### src/rtl/mem_arb.sv
// mem_arb: shares one fixed-latency single-port memory between the fetch and data ports.
// Optional build macro ARB_STARVE_GUARD_EN enables a starvation guard that periodically forces a fetch grant.
module mem_arb #(
    parameter int LAT    = 2,
    parameter int STARVE = 3
) (
    input  logic        clk,
    input  logic        rst,
    input  logic        if_req,
    input  logic [15:0] if_addr,
    output logic        if_done,
    output logic [15:0] if_rdata,
    output logic        if_stall,
    input  logic        dm_req,
    input  logic        dm_wr,
    input  logic [15:0] dm_addr,
    input  logic [15:0] dm_wdata,
    output logic        dm_done,
    output logic [15:0] dm_rdata,
    output logic        dm_stall,
    output logic        mem_en,
    output logic        mem_wr,
    output logic [15:0] mem_addr,
    output logic [15:0] mem_wdata,
    input  logic [15:0] mem_rdata,
    output logic        busy
);

    // Handshake: a port raises req and holds it (with addr/data) until its done pulse;
    // the port's values are latched at grant, so later changes have no effect on that access.

    typedef enum logic [1:0] {IDLE = 2'd0, ACC = 2'd1, DONE = 2'd2} state_t;

    localparam logic [2:0] LAT_M1 = 3'(LAT - 1);

    state_t      state, state_nx;
    logic [2:0]  cnt;
    logic        owner_dm;
    logic        lat_wr;
    logic [15:0] lat_addr;
    logic [15:0] lat_wdata;
    logic        grant_dm, grant_if, fetch_pri;

`ifdef ARB_STARVE_GUARD_EN
    localparam logic [2:0] STARVE_C = 3'(STARVE);
    logic [2:0] starve_cnt;

    assign fetch_pri = if_req && (starve_cnt >= STARVE_C);

    always_ff @(posedge clk or negedge rst) begin
        if (!rst) begin
            starve_cnt <= 3'd0;
        end else if (grant_if) begin
            starve_cnt <= 3'd0;
        end else if (grant_dm) begin
            if (!if_req)
                starve_cnt <= 3'd0;
            else if (starve_cnt < STARVE_C)
                starve_cnt <= starve_cnt + 3'd1;
        end
    end
`else
    assign fetch_pri = 1'b0;
`endif

    assign grant_dm = (state == IDLE) && dm_req && !fetch_pri;
    assign grant_if = (state == IDLE) && if_req && !grant_dm;

    always_ff @(posedge clk or negedge rst) begin
        if (!rst) state <= IDLE;
        else      state <= state_nx;
    end

    always_comb begin
        state_nx = state;
        case (state)
            IDLE:    if (grant_dm || grant_if) state_nx = ACC;
            ACC:     if (cnt == 3'd0) state_nx = DONE;
            DONE:    state_nx = IDLE;
            default: state_nx = IDLE;
        endcase
    end

    always_ff @(posedge clk or negedge rst) begin
        if (!rst) begin
            cnt       <= 3'd0;
            owner_dm  <= 1'b0;
            lat_wr    <= 1'b0;
            lat_addr  <= 16'h0;
            lat_wdata <= 16'h0;
            if_rdata  <= 16'h0;
            dm_rdata  <= 16'h0;
        end else if (grant_dm || grant_if) begin
            owner_dm  <= grant_dm;
            lat_addr  <= grant_dm ? dm_addr : if_addr;
            lat_wr    <= grant_dm && dm_wr;   // fetch never writes
            lat_wdata <= grant_dm ? dm_wdata : 16'h0;
            cnt       <= LAT_M1;
        end else if (state == ACC) begin
            if (cnt == 3'd0) begin
                if (!lat_wr) begin
                    if (owner_dm) dm_rdata <= mem_rdata;
                    else          if_rdata <= mem_rdata;
                end
            end else begin
                cnt <= cnt - 3'd1;
            end
        end
    end

    // Memory bus is zeroed whenever not enabled; reset clears it combinationally via state.
    assign mem_en    = (state == ACC);
    assign mem_wr    = mem_en && lat_wr;
    assign mem_addr  = mem_en ? lat_addr  : 16'h0;
    assign mem_wdata = mem_en ? lat_wdata : 16'h0;

    assign if_done  = (state == DONE) && !owner_dm;
    assign dm_done  = (state == DONE) && owner_dm;
    assign if_stall = if_req && !if_done;
    assign dm_stall = dm_req && !dm_done;
    assign busy     = (state != IDLE);

endmodule

### config.mk
export PLATFORM = sky130hd
export DESIGN_NAME = mem_arb
export DESIGN_NICKNAME = d
export VERILOG_FILES = /design/src/rtl/mem_arb.sv
export SDC_FILE = /design/constraint.sdc
export NUM_CORES = 1
export LEC_CHECK = 0
export ABC_AREA = 1
export BUFFER_PORTS_ARGS = -buffer_cell sky130_fd_sc_hd__buf_2
export CAP_MARGIN = 20
export CORE_MARGIN = 4
export CORE_UTILIZATION = 41
export CTS_BUF_LIST = sky130_fd_sc_hd__clkbuf_4 sky130_fd_sc_hd__clkbuf_8
export DETAILED_ROUTE_END_ITERATION = 6
export PLACE_DENSITY = 0.7
export REMOVE_ABC_BUFFERS = 1
export SLEW_MARGIN = 20
export SYNTH_ARGS = -nofsm -noshare
export SYNTH_HDL_FRONTEND = slang
export SYNTH_SLANG_ARGS = --single-unit
### constraint.sdc
create_clock -name clk -period 2 [get_ports clk]
set_clock_uncertainty 0.15 [all_clocks]
set_input_delay 0.3 -clock clk [delete_from_list [all_inputs] [get_ports clk]]
set_output_delay 0.3 -clock clk [all_outputs]
set_load 0.01 [all_outputs]
Yosys cells after proc, flatten, opt, wreduce, memory -nomap -nowiden
Cells that the tools add are included.

Bits of input ports: 69. Register bits: 71. Word-level logic and storage cells: 49. Output and inout bits: 71.

Bitwise operators: 3. Equality and inequality tests: 5. $add $sub $neg: 1. Mux-type cells: 10. Reduce and logical (&&, ||, !) cells: 22.

Operators with widths (count): 16-bit two-way mux (4); 5-bit AND reduction (2); 1-bit logical AND (9); 3-bit two-way mux (3); 1-bit zero test (4); 2-bit two-way mux (2); 2-bit by 1-bit != test with 1-bit output, second input constant (2); 2-bit one-hot mux with 2 select lines (1); 2-bit AND reduction (2); 2-bit nonzero test (2); 3-bit zero test (1); 1-bit inverter (3); 3-bit by 1-bit subtractor with 3-bit output, second input constant (1); 2-bit by 1-bit equality test with 1-bit output, second input constant (1); 2-bit equality test, second input constant (1); 2-bit zero test (1); 2-bit != test, second input constant (1); 1-bit logical OR (1).

Depth between registers and ports, before layout
Gate-level depths: netlist of the first run.

Word-level depth: 7. Mapped depth: 8. Depth with buffers taken out: 7.

Worst setup path after synthesis of the first run
No wires, ideal clock.

Path kind: register to register. From: register cnt[0]. To: register if_rdata[13]. Buffers on the path: 1. Setup time: 0.117 ns. Stages on the path, launching flop included: 9. Clock period less this slack: 1.567 ns. Data required time: 1.733 ns. Setup slack: 0.433 ns. Data arrival time: 1.300 ns. Cells stage by stage: dfrtp_1 -> inv_1 -> ha_1 -> nand2_2 -> nor2_8 -> nand3_4 -> buf_6 -> nand2_1 -> nand2_1.

Word-level cells in the longest chain between the ends: 2.

RTL lines: start, declared (RTL line 37) `logic [2:0] cnt;`; start signal, assigned (RTL line 106) `cnt <= cnt - 3'd1;`; 3-bit zero test (RTL line 100) `if (cnt == 3'd0) begin`; 5-bit AND reduction (no source line); end signal, assigned (RTL line 103) `else if_rdata <= mem_rdata;`; end, declared (RTL line 12) `output logic [15:0] if_rdata,`.

Every way passes these cells. A chain may end at the register's enable or synchronous reset.

Worst setup path after layout of the first run
From: register state[1]. To: output dm_stall.

Word-level cells in the longest chain between the ends: 4.

RTL lines: start, declared (RTL line 36) `state_t state, state_nx;`; start signal, assigned (RTL line 71) `else state <= state_nx;`; 2-bit equality test (RTL line 118) `assign dm_done = (state == DONE) && owner_dm;`; 1-bit logical AND (RTL line 118); 1-bit zero test (RTL line 120) `assign dm_stall = dm_req && !dm_done;`; 1-bit logical AND (RTL line 120); end, declared (RTL line 20) `output logic dm_stall,`.

Every way passes these cells.

==> results of run 1 <==
-- timing repair --
action                                  CTS  global route
hold endpoints to repair                 12             0
endpoints found under the setup margin    0             8
hold buffers                              1             0
gates resized for setup                   0             4
-- final cells by class --
cell class | count | area (µm²) | share of cell area
Sequential cell | 71 | 1778 | 0.3917
Multi-Input combinational cell | 274 | 1294 | 0.2850
Timing Repair Buffer | 155 | 855.8 | 0.1885
Inverter | 75 | 281.5 | 0.06202
Clock buffer | 14 | 186.4 | 0.04107
Tap cell | 105 | 131.4 | 0.02894
Clock inverter | 2 | 12.51 | 0.002756
-- critical path: stages (launching register included) --
cell,delay (ns)
dfrtp_1,0.37
inv_1,0.10
or2_2,0.33
o21ai_1,0.14
inv_1,0.05
buf_2,0.13
-- per-layer routing --
layer | routed length (µm) | part of all wire | vias to the layer above | track usage
li1 | - | - | 1640 | -
met1 | 4017 | 0.45 | 1463 | 0.2487
met2 | 3987 | 0.45 | 126 | 0.2822
met3 | 744 | 0.084 | 6 | 0.03683
met4 | 99 | 0.011 | 0 | 0.06218
met5 | 0 | 0 | - | 0
-- power groups by stage --
stage          Sequential (µW)  Clock [µW]  Combinational, µW
2_1_floorplan             2600           0               1940
3_3_place_gp              2480           0               3580
3_5_place_dp              2490           0               3650
4_1_cts                   2470        1140               3670
5_1_grt                   2560        1200               4080
6_report                  2480        1110               3610
-- worst paths after layout --
check	start	to	slack [ns]	cells after the start
worst max-delay path	state[1]$_DFFE_PN0P_	dm_stall	0.10	5
worst min-delay path	mem_rdata[9]	dm_rdata[9]$_DFFE_PN0P_	0.04	3
worst max register to register	state[0]$_DFFE_PN0P_	lat_addr[6]$_DFFE_PN0P_	0.25	5
worst min register to register	if_rdata[8]$_DFFE_PN0P_	if_rdata[8]$_DFFE_PN0P_	0.33	2
max in group asynchronous	rst	if_rdata[8]$_DFFE_PN0P_	0.91	3
min in group asynchronous	rst	dm_rdata[4]$_DFFE_PN0P_	0.26	2
-- metrics by stage --
stage	power, µW	hold slack [ns]	instance area, µm²
after global placement	6057	0.08276	4324
after CTS	7282	0.02968	4533
after floorplan	4536	-0.1456	3347
after detailed placement	6146	0.07943	4324
after global routing	7839	0.03029	4539
final	7209	0.04081	4539
-- flip-flops by register name, summed over array words and instances (netlist names) --
register / cells
cnt: 3
dm_rdata: 16
if_rdata: 16
lat_addr: 16
lat_wdata: 16
lat_wr: 1
owner_dm: 1
state: 2
-- cell families after synthesis --
group,Yosys count
xor+xnor,1
buf+inv,99
compound gates,55
simple gates,216
flops,71
fa+ha+maj,2
-- placed cells by master (no fill, tap or decap), drive strengths merged --
cell         synthesis  routed
clkbuf               7      14
o21ai               39      39
clkinvlp             0       1
dfrtp               71      71
or2                  1       1
clkinv               0       1
o21bai              16      16
inv                 75      75
buf                 17     154
nand3               21      21
nand2              119     119
dlygate4sd3          0       1
nand4               17      17
nor2                58      58
ha                   2       2
xor2                 1       1
==> qor.yml, run 1 <==
run:
  maxCapViolCount: 0
synthesis:
  synth-edff-count: 0
  synth_top_area_frac: 0.5119
  async_reset_ff_frac: 1.000
  synth.most_common_cell: "nand2_1"
  synth-seq-cells: 71
  synth_xor_area_frac: 0.002523
  synth_area_leader_cell: "dfrtp_1"
  seq_area_frac_synth: 0.5119
  yosys.cell_types.count: 22
  synthFlopType: "dfrtp_1"
  synth_top_family_by_area: "simple AND/OR/NAND/NOR gates"
  syn_avg_cell_area_um2: 7.817
  synth.area.mux_share: 0
  ys_top_cells_by_area: "dfrtp_1, nand2_1, inv_1"
  synth-simple-area-share: 0.2707
  synth_commonest_cells: "nand2_1, inv_1, dfrtp_1"
  synth_compound_area_frac: 0.09084
  synth-adder-area-share: 0.007210
  ys_warn_count: 0
  syn_inst: 444
  syn_area_um2: 3471
global_routing:
  grt_use_total: 0.1797
  grt_pass1_wl_um: 14500
  overflow: 0
  grt_max_degree: 35
  grt_pass1_vias: 3041
  antenna_found_initial: 0
floorplan:
  die_w_um: 100.0
  rows: 33
  die_height_um: 100.0
  fp.dieArea_um2: 10000
  ios: 140
  initial_core_util: 0.4224
  core_area_um2: 8217
placed_design:
  routabilityCongestion: 0.7956
  hpwl_um: 6469
  dp_slack_ns: 0.2622
  port-buffer-count: 139
  dp_cells: 679
sta:
  fin_crit_ns: 1.899
  setup_slack_ns: 0.1013
  worstMarginPinSlew_ns: 0.5681
  hold_violations: 0
  fmax_ghz: 0.5267
  setup_tns_ns: 0
  finalSetupViolCount: 0
  finalCritPeriodShare: 0.9494
  finalMaxSlewViolations: 0
  relSlewSlack: 0.6199
pwr:
  power.internal_uw: 4120
  power.leakage_uw: 0.002596
  switchingPower_uw: 3089
  power_frac_comb: 0.501
  swShare: 0.4285
  powerDensity_nw_per_um2: 1588
  pwr-share-clk: 0.154
  vdd_ir_drop_max_mv: 0.7065
  power_frac_seq: 0.344
clock_network:
  cts.root.buffer_cell: "clkbuf_8"
  clkSlewWorstSetupHoldPaths_ns: 0.08
  postCtsSetupRepairBufs: 0
  h-tree-depth: 3
  clock_latency_ns: 0.33
  cts_tree: "built"
  clock_path_buffers: 2
  cts_buffers: 9
  clock-sinks: 71
finish:
  fill_cells: 781
  area_growth_pct: 30.79
  final_cells: 696
  finish.net_count: 657
  drive_gt1_frac: 0.3046
  num_antenna_cells: 0
  final_core_util: 0.5525
detailed_routing:
  drt_pass1_iterations: 4
  wire_per_inst_um: 12.71
  vias_per_cell: 4.648
  via_count: 3235
  drc: 0
  antenna_left: 0
  wirelength_um: 8849
  dr.first_iter.drc_count: 146
setup_path:
  critPathKind: "register to primary output"
  crit_required_ns: 1.55
  cp-start-kind: "register"
  critPathMaxFanout: 4
  cp-end-kind: "primary output"
  arrival_ns: 1.45
status:
  outcome: "complete, no violations"
worst_hold_path:
  hold_path.class: "input port to register"
Power figures use the tool's default switching activity.
==> run 2: changes to the inputs <==
--- a/config.mk
+++ b/config.mk
@@ -5,14 +5,13 @@
 export SDC_FILE = /design/constraint.sdc
 export NUM_CORES = 1
 export LEC_CHECK = 0
-export ABC_AREA = 1
 export BUFFER_PORTS_ARGS = -buffer_cell sky130_fd_sc_hd__buf_2
 export CAP_MARGIN = 20
 export CORE_MARGIN = 4
 export CORE_UTILIZATION = 41
 export CTS_BUF_LIST = sky130_fd_sc_hd__clkbuf_4 sky130_fd_sc_hd__clkbuf_8
 export DETAILED_ROUTE_END_ITERATION = 6
-export PLACE_DENSITY = 0.7
+export PLACE_DENSITY = 0.71
 export REMOVE_ABC_BUFFERS = 1
 export SLEW_MARGIN = 20
 export SYNTH_ARGS = -nofsm -noshare
==> run 2 against run 1 <==
  * Sequential share of layout area up 1.4 points
  * Clock power up 14%
  * Critical path depth up 1
  * Largest cell class unchanged
  * Highest routed layer unchanged
==> qor.yml, run 2 <==
status:
  outcome: "complete, no violations"  # unchanged
synthesis:
  seq_area_frac_synth: 0.5772  # was 0.5119
  synth-seq-cells: 71  # unchanged
  yosys.cell_types.count: 28  # was 22
  ys_top_cells_by_area: "dfrtp_1, mux2_2, mux2_4"  # was dfrtp_1, nand2_1, inv_1
  syn_avg_cell_area_um2: 12.41  # was 7.817 µm²
  synthFlopType: "dfrtp_1"  # unchanged
  synth-edff-count: 0  # unchanged
  synth.most_common_cell: "dfrtp_1"  # was nand2_1
  synth_commonest_cells: "dfrtp_1, mux2_2, inv_1"  # was nand2_1, inv_1, dfrtp_1
  syn_inst: 248  # was 444
  syn_area_um2: 3078  # was 3471 µm²
  synth_area_leader_cell: "dfrtp_1"  # unchanged
  ys_warn_count: 0  # unchanged
  synth_top_area_frac: 0.5772  # was 0.5119
  async_reset_ff_frac: 1.000  # unchanged
detailed_routing:
  via_count: 2464  # was 3235
  antenna_left: 0  # unchanged
  vias_per_cell: 4.841  # was 4.648
  wire_per_inst_um: 14.69  # was 12.71 µm
  drc: 0  # unchanged
  wirelength_um: 7477  # was 8849 µm
  drt_pass1_iterations: 4  # unchanged
  dr.first_iter.drc_count: 76  # was 146
floorplan:
  die_w_um: 94.65  # was 100.0 µm
  initial_core_util: 0.4221  # was 0.4224
  fp.dieArea_um2: 8958  # was 10000 µm²
  ios: 140  # unchanged
  core_area_um2: 7292  # was 8217 µm²
  die_height_um: 94.65  # was 100.0 µm
  rows: 31  # was 33
setup_path:
  ff2ff_path_depth: 6  # was 5
  r2r_slack_ns: 0.04  # was 0.25 ns
  cp-end-kind: "register"  # was primary output
  cp-start-kind: "register"  # unchanged
  critPathKind: "register to register"  # was register to primary output
  worstSetupStartpoint: "cnt[1]$_DFFE_PN0P_"  # was state[1]$_DFFE_PN0P_
  critPathMaxFanout: 8  # was 4
  r2r-start: "cnt[1]$_DFFE_PN0P_"  # was state[0]$_DFFE_PN0P_
  crit-reg2reg-capture: "if_rdata[1]$_DFFE_PN0P_"  # was lat_addr[6]$_DFFE_PN0P_
  crit_required_ns: 2.07  # was 1.55 ns
  arrival_ns: 2.03  # was 1.45 ns
sta:
  fmax_ghz: 0.5093  # was 0.5267 GHz
  worstMarginPinSlew_ns: 0.5616  # was 0.5681 ns
  finalCritPeriodShare: 0.9818  # was 0.9494
  finalSetupViolCount: 0  # unchanged
  setup_tns_ns: 0  # unchanged
  rsz0062_at_grt: "true"
  hold_violations: 0  # unchanged
  fin_crit_ns: 1.964  # was 1.899 ns
  whs_ns: 0.02797  # was 0.04081 ns
  setup_slack_ns: 0.03639  # was 0.1013 ns
  finalMaxSlewViolations: 0  # unchanged
  relSlewSlack: 0.6256  # was 0.6199
finish:
  fill_cells: 650  # was 781
  layout_commonest_cell: "buf_2"  # unchanged
  area_growth_pct: 42.11  # was 30.79%
  drive_gt1_frac: 0.5341  # was 0.3046
  fin_area_um2: 4374  # was 4539 µm²
  most-common-layout-cells: "buf_2, dfrtp_1, mux2_2, and2_1"  # was buf_2, nand2_1, inv_1, dfrtp_1, nor2_1
  seq_area_um2: 1777  # was 1778 µm²
  finish.net_count: 476  # was 657
  multi_input_area_um2: 1205  # was 1294 µm²
  num_antenna_cells: 0  # unchanged
clock_network:
  h-tree-depth: 3  # unchanged
  clkSlewWorstSetupHoldPaths_ns: 0.07  # was 0.08 ns
  clock_latency_ns: 0.33  # about the same
  clock-sinks: 71  # unchanged
  cts.root.buffer_cell: "clkbuf_8"  # unchanged
  cts_buffers: 9  # unchanged
  cts_tree: "built"  # unchanged
  clock_path_buffers: 2  # unchanged
global_routing:
  grt_use_total: 0.1607  # was 0.1797
  antenna_found_initial: 0  # unchanged
  overflow: 0  # unchanged
  grt_pass1_vias: 2465  # was 3041
  grt_pass1_wl_um: 11270  # was 14500 µm
  grt_max_degree: 45  # was 35
pwr:
  total_power_uw: 7342  # was 7209 µW
  power.leakage_uw: 0.002292  # was 0.002596 µW
  powerDensity_nw_per_um2: 1679  # was 1588 nW/µm²
  vdd_ir_drop_max_mv: 0.7785  # was 0.7065 mV
placed_design:
  port-buffer-count: 139  # unchanged
  dp_slack_ns: 0.04043  # was 0.2622 ns
  hpwl_um: 5243  # was 6469 µm
  routabilityCongestion: 0.7135  # was 0.7956
  dpl_cell_area_um2: 3966  # was 4324 µm²
run:
  maxCapViolCount: 0  # unchanged
worst_hold_path:
  min_path_cells: 2  # was 3
  hold_end: "lat_wdata[8]$_DFFE_PN0P_"  # was dm_rdata[9]$_DFFE_PN0P_
  min_from: "dm_wdata[8]"  # was mem_rdata[9]
  hold_path.class: "input port to register"  # unchanged
-- run 2: cell count changes after synthesis, moves of 16 or more --
cell | previous run | this run
a22o_1 | 0 | 17
nand2_1 | 116 | 0
o21bai_1 | 16 | 0
mux2_2 | 0 | 22
nand3_1 | 20 | 2
inv_1 | 75 | 20
and2_1 | 0 | 19
nand4_1 | 16 | 0
nor2_1 | 55 | 18
o21ai_0 | 24 | 4
-- run 2: stage by stage --
stage	std cells	utilization
after floorplan	233	-
after global placement	485	0.5439
after detailed placement	485	0.5439
after CTS	505	0.5860
after global routing	509	0.5999
final	509	0.5999
-- run 2: metal layers --
| layer | vias up | global-route usage | part of all wire |
|---|---|---|---|
| met5 | - | 0 | 0 |
| met4 | 0 | 0.06130 | 0.0091 |
| met3 | 6 | 0.04064 | 0.086 |
| met2 | 92 | 0.2619 | 0.48 |
| met1 | 1194 | 0.2057 | 0.42 |
| li1 | 1172 | - | - |
-- run 2: where the power goes --
part           switching, µW  leakage, µW  internal [µW]
Clock                    524     0.000113            751
Sequential               333     0.000854           2140
Combinational           1720      0.00132           1870
Total                   2580      0.00229           4760
-- run 2: kinds of logic after synthesis --
logic type	synth area share
compound gates	0.1012
fa+ha+maj	0.008129
buf+inv	0.04797
flops	0.5772
mux	0.1780
simple gates	0.08739
-- run 2: cell type report --
class,instances,area share
sequential,71,0.4062
clock buffer,11,0.03318
timing repair buffer,161,0.2197
tap,99,0.02832
inverter,21,0.01859
clock inverter,5,0.01859
multi-input combinational,141,0.2755
-- run 2: timing repair --
item                                    4_1_cts  5_1_grt
endpoints found under the setup margin       19       30
gates cloned                                  1        2
endpoints found under the hold margin        43        0
pin swaps                                     0        2
hold buffers                                  1        0
buffers inserted                              2        2
resized for setup                             6       15
-- run 2: how the worst max path moves through the flow --
| stage | to |
|---|---|
| finish | if_rdata[1]$_DFFE_PN0P_ |
| global route | if_rdata[4]$_DFFE_PN0P_ |
| CTS | if_rdata[7]$_DFFE_PN0P_ |
| detailed placement | if_rdata[13]$_DFFE_PN0P_ |
| global placement | if_rdata[13]$_DFFE_PN0P_ |
| floorplan | lat_addr[0]$_DFFE_PN0P_ |
-- run 2: critical path, stage by stage, from the launching register on --
cell,delay (ns)
dfrtp_1,0.40
inv_2,0.09
ha_4,0.15
nand2b_4,0.05
or4_4,0.53
clkbuf_16,0.19
mux2_4,0.29
